<file path="src/rtl/line_buffer_ctrl.sv">
// Frame sequencer for the line-buffer chain: primes KERNEL_HEIGHT-1 rows, then paces pixels on m_ready.
// Optional framing check against s_last is enabled by defining LB_CTRL_FRAME_CHECK_EN.
module line_buffer_ctrl #(
  parameter int IMG_WIDTH     = 854,
  parameter int IMG_HEIGHT    = 480,
  parameter int KERNEL_WIDTH  = 3,
  parameter int KERNEL_HEIGHT = 3,
  localparam int CW = $clog2(IMG_WIDTH),
  localparam int RW = $clog2(IMG_HEIGHT)
) (
  input  logic          clk,
  input  logic          rst,
  input  logic          start,
  input  logic          s_valid,
  output logic          s_ready,
  input  logic          s_last,
  input  logic          m_ready,
  output logic          lb_push,
  output logic          lb_r_ready,
  output logic          win_valid,
  output logic          win_border,
  output logic [RW-1:0] win_row,
  output logic [CW-1:0] win_col,
  output logic          busy,
  output logic          frame_done,
  output logic          err
);

  typedef enum logic [1:0] {IDLE, PRIME, RUN, DONE} state_t;

  localparam logic [CW-1:0] COL_LAST   = CW'(IMG_WIDTH - 1);
  localparam logic [RW-1:0] ROW_LAST   = RW'(IMG_HEIGHT - 1);
  localparam logic [RW-1:0] PRIME_ROW  = RW'(KERNEL_HEIGHT - 2);
  localparam logic [CW-1:0] BORDER_COL = CW'(KERNEL_WIDTH - 1);

  state_t        state, state_nxt;
  logic [RW-1:0] row;
  logic [CW-1:0] col;
  logic          accept;
  logic          at_line_end;
  logic          at_frame_end;

  // Backpressure is ignored while priming: the FIFOs must fill before any window exists.
  assign s_ready      = (state == PRIME) || ((state == RUN) && m_ready);
  assign accept       = s_valid && s_ready;
  assign lb_push      = accept;
  assign lb_r_ready   = s_ready;
  assign busy         = (state != IDLE);
  assign frame_done   = (state == DONE);
  assign at_line_end  = (col == COL_LAST);
  assign at_frame_end = at_line_end && (row == ROW_LAST);

  // NOTE: sequential state uses non-blocking assignments so every register samples pre-edge values.
  always_ff @(posedge clk or posedge rst) begin
    if (rst) state <= IDLE;
    else     state <= state_nxt;
  end

  // NOTE: state_nxt gets a default before the case so no path leaves it unassigned (no latch).
  always_comb begin
    state_nxt = state;
    case (state)
      IDLE:    if (start) state_nxt = PRIME;
      PRIME:   if (accept && at_line_end && (row == PRIME_ROW)) state_nxt = RUN;
      RUN:     if (accept && at_frame_end) state_nxt = DONE;
      DONE:    state_nxt = IDLE;
      default: state_nxt = IDLE;
    endcase
  end

  always_ff @(posedge clk or posedge rst) begin
    if (rst) begin
      row <= '0;
      col <= '0;
    end else if ((state == IDLE) && start) begin
      row <= '0;
      col <= '0;
    end else if (accept) begin
      if (at_line_end) begin
        col <= '0;
        row <= row + 1'b1;
      end else begin
        col <= col + 1'b1;
      end
    end
  end

  // One-cycle window strobe aligned with the BRAM read latency of the FIFO chain.
  always_ff @(posedge clk or posedge rst) begin
    if (rst) begin
      win_valid  <= 1'b0;
      win_border <= 1'b0;
      win_row    <= '0;
      win_col    <= '0;
    end else begin
      win_valid  <= accept && (state == RUN);
      win_border <= accept && (state == RUN) && (col < BORDER_COL);
      if (accept && (state == RUN)) begin
        win_row <= row;
        win_col <= col;
      end
    end
  end

`ifdef LB_CTRL_FRAME_CHECK_EN
  always_ff @(posedge clk or posedge rst) begin
    if (rst)                               err <= 1'b0;
    else if (accept && (s_last != at_frame_end)) err <= 1'b1;
  end
`else
  logic unused_s_last;
  assign unused_s_last = s_last;
  assign err           = 1'b0;
`endif

endmodule

</file>
<file path="config.mk">
export PLATFORM = sky130hd
export DESIGN_NAME = line_buffer_ctrl
export DESIGN_NICKNAME = d
export VERILOG_FILES = /design/src/rtl/line_buffer_ctrl.sv
export SDC_FILE = /design/constraint.sdc
export NUM_CORES = 1
export LEC_CHECK = 0
export ABC_AREA = 1
export ABC_CLOCK_PERIOD_IN_PS = 1800
export BUFFER_PORTS_ARGS = -buffer_cell sky130_fd_sc_hd__buf_2
export CAP_MARGIN = 15
export CORE_MARGIN = 4
export CORE_UTILIZATION = 40
export DETAILED_ROUTE_END_ITERATION = 12
export PLACE_DENSITY_LB_ADDON = 0.15
export SLEW_MARGIN = 40
export SYNTH_ARGS = -nofsm -noshare
export SYNTH_HDL_FRONTEND = slang
export SYNTH_SLANG_ARGS = --single-unit
</file>
<file path="constraint.sdc">
create_clock -name clk -period 1.8 [get_ports clk]
set_input_delay 0.09 -clock clk [delete_from_list [all_inputs] [get_ports clk]]
set_output_delay 0.09 -clock clk [all_outputs]
set_load 0.005 [all_outputs]
</file>
==> results.tsv <==
stage	metric	value	unit
status	status	completed	
logic_synthesis	ys_ff_latch	42	
detailed_routing	ant_nets	0	
power_and_ir_drop	power_density	1410	mW/mm²
placed_design	portBuffers	30	
critical_path	cp_max_fo	10	
floorplan	die_x	80.9	µm
clocking	clkLatencyLatePin	0.29	ns
power_and_ir_drop	max-vdd-ir-drop	0.633	mV
critical_path	cp-end-kind	flip-flop	
run	cap_violations	0	
placed_design	place_ws	-0.0144	ns
logic_synthesis	synth.most_common_cell	nand2_1	
logic_synthesis	synthTopCellsByCount	nand2_1, dfrtp_1, inv_1	
logic_synthesis	synth_area_leader_cell	dfrtp_1	
placed_design	dp_hpwl	3150	µm
detailed_routing	vias	1705	
detailed_routing	initialDrtViolationCount	77	
floorplan	ios	33	
clocking	htree_levels	2	
timing	layout_setup_ws	0.145	ns
logic_synthesis	ys_types	30	
timing	rsz0062_at_grt	no	
critical_path	startpoint_type	flip-flop	
floorplan	rows	26	
global_route	antenna_found_initial	0	
clocking	cts.sinks	42	
clocking	clk_pin_slew	0.08	ns
logic_synthesis	synth_edf_count	0	
global_route	grt_max_degree	43	
global_route	grt_pass1_vias	1632	
timing	hold_violations	0	
logic_synthesis	synth_area	0.00213	mm²
clocking	cts-buffers-inserted	5	
detailed_routing	wirelength	4400	µm
global_route	grt.overflow.total	0	
critical_path	crit_arrival	1.88	ns
layout	syn_to_final_growth	17.5	%
placed_design	gp_congestion	0.812	
logic_synthesis	synth_nets	266	
detailed_routing	post_drt_wl_per_cell	12.2	µm
clocking	clockRootBuffer	clkbuf_8	
layout	ff_latch_area	0.00105	mm²
floorplan	start_util	41.4	%
timing	post-route-period-util	91.9	%
floorplan	dieArea	0.00654	mm²
logic_synthesis	syn_avg_cell_area	8.44	µm²
layout	multiInputGateArea	912	µm²
detailed_routing	via_per_inst	4.72	
logic_synthesis	synthArstFlopShare	100	%
timing	tightestPinTransition	0.536	ns
min_path	hp-class	input pin to flip-flop	
timing	setup_viol	0	
layout	final_nets	304	
critical_path	critPathRequiredTime	2.02	ns
timing	finalHoldWorstSlack	0.128	ns
critical_path	worstSetupPathType	flip-flop to flip-flop	
detailed_routing	first_pass_iters	4	
timing	maxSlewHeadroom	64.3	%
layout	layout-drive-gt1-share	21.3	%
timing	fin_crit	1.65	ns
clocking	cts_tree	yes	
logic_synthesis	syn_inst	252	
timing	slew_viol_final	0	
layout	diodes	0	
logic_synthesis	yosys-top-cells-area	dfrtp_1, nand2_1, o21ai_1, inv_1, ha_1	
floorplan	die_y	80.9	µm
logic_synthesis	yosysWarnings	0	
layout	fill_cells	537	
logic_synthesis	synth_top_area_share	49.4	%
global_route	grt_first_pass_wirelength	7440	µm
logic_synthesis	seq_area_frac_synth	49.4	%
power_and_ir_drop	leakage	1.21	nW
timing	fin_skew	0.00770	ns
timing	max_freq	604	MHz
logic_synthesis	synth_ff_type	dfrtp_1	
clocking	clk_path_buf_depth	2	
floorplan	coreArea	0.00514	mm²
global_route	grt_use_total	14.6	%
detailed_routing	drc	0	
logic make-up (layout without fill, tap and decap cells):
kind of cell             Yosys count  after routing  synth area share, %
buffers and inverters             43             82                 9.01
adder cells (fa/ha/maj)            8              8                 4.71
other                              1              1                0.176
flip-flops                        42             42                 49.4
XOR/XNOR                           3              3                 1.24
AND/OR/NAND/NOR                  111            111                 24.7
AO/OA/AOI/OAI                     44             44                 10.8
stage by stage:
stage	instances	utilization, %	power [mW]	cell area (µm²)	setup TNS, ns
2_1_floorplan	252	-	2.39	2130	0
3_3_place_gp	349	45.6	2.82	2340	-0.00342
3_5_place_dp	349	45.6	2.85	2340	-0.0199
4_1_cts	358	47.6	3.48	2450	0
5_1_grt	361	48.6	3.82	2500	0
6_report	361	48.6	3.51	2500	0
worst max-delay path, stage by stage (launching register included):
cell	delay [ns]
dfrtp_1	0.42
inv_1	0.09
ha_2	0.20
nand2_1	0.07
nand2_2	0.12
nand2_8	0.10
nand2_8	0.12
nand3_1	0.13
o21ai_1	0.14
nand2_1	0.06
a21oi_1	0.11
sequential cells by signal (all words and copies together) (netlist names):
signal / flops
state: 2
win_col: 10
win_row: 9
win_border: 1
win_valid: 1
row: 9
col: 10
final cells by class:
class                   instances  share of cell area, %
clock buffers                   7                   3.46
clock inverters                 1                  0.200
inverters                      36                   5.71
multi-input cells             167                   36.5
flip-flops and latches         42                   42.1
well taps                      70                   3.51
repair buffers                 38                   8.52
layout by cell type (no fill, tap or decap):
cell,n
a211oi_1,1
a21oi_1,11
buf_2,30
buf_4,7
clkbuf_1,1
clkbuf_8,6
clkinv_1,1
clkinv_2,1
clkinv_4,1
conb_1,1
dfrtp_1,42
dlygate4sd3_1,1
ha_1,7
ha_2,1
inv_1,29
inv_2,4
inv_4,1
nand2_1,55
nand2_2,3
nand2_8,3
nand3_1,13
nand3_2,2
nand3b_1,1
nand4_1,5
nor2_1,18
nor2_4,2
nor3_1,5
nor3b_1,1
nor4_1,2
o21ai_0,7
o21ai_1,22
o22ai_1,2
o32ai_1,1
or2_2,1
xor2_1,3
final timing paths:
check | from | end | slack [ns] | cells past startpoint
max | state[0] | col[8] | 0.15 | 10
min | s_valid | win_valid | 0.13 | 3
max reg2reg | state[0] | col[8] | 0.15 | 10
min reg2reg | win_row[8] | win_row[8] | 0.48 | 2
max in group asynchronous | rst | win_row[4] | 0.96 | 4
min in group asynchronous | rst | col[7] | 0.46 | 4
repair_timing:
action / CTS / global route
setup buffers: 0 / 3
pin swaps: 0 / 2
hold endpoints to repair: 42 / 0
setup endpoints to repair: 18 / 10
hold buffers: 1 / 0
resized for setup: 1 / 4
power by group:
group	total, mW	switching (mW)	internal (mW)	leakage, nW
sequential	1.51	0.235	1.27	0.560
combinational	1.37	0.797	0.576	0.604
clock	0.631	0.321	0.310	0.0482
total	3.51	1.35	2.16	1.21
per-layer routing:
| metal | wire [µm] | GRT usage, % |
|---|---|---|
| met5 | 0 | 0 |
| met4 | 32 | 4.56 |
| met3 | 216 | 2.77 |
| met2 | 1820 | 21.5 |
| met1 | 2330 | 21.5 |
Power figures use the tool's default switching activity.
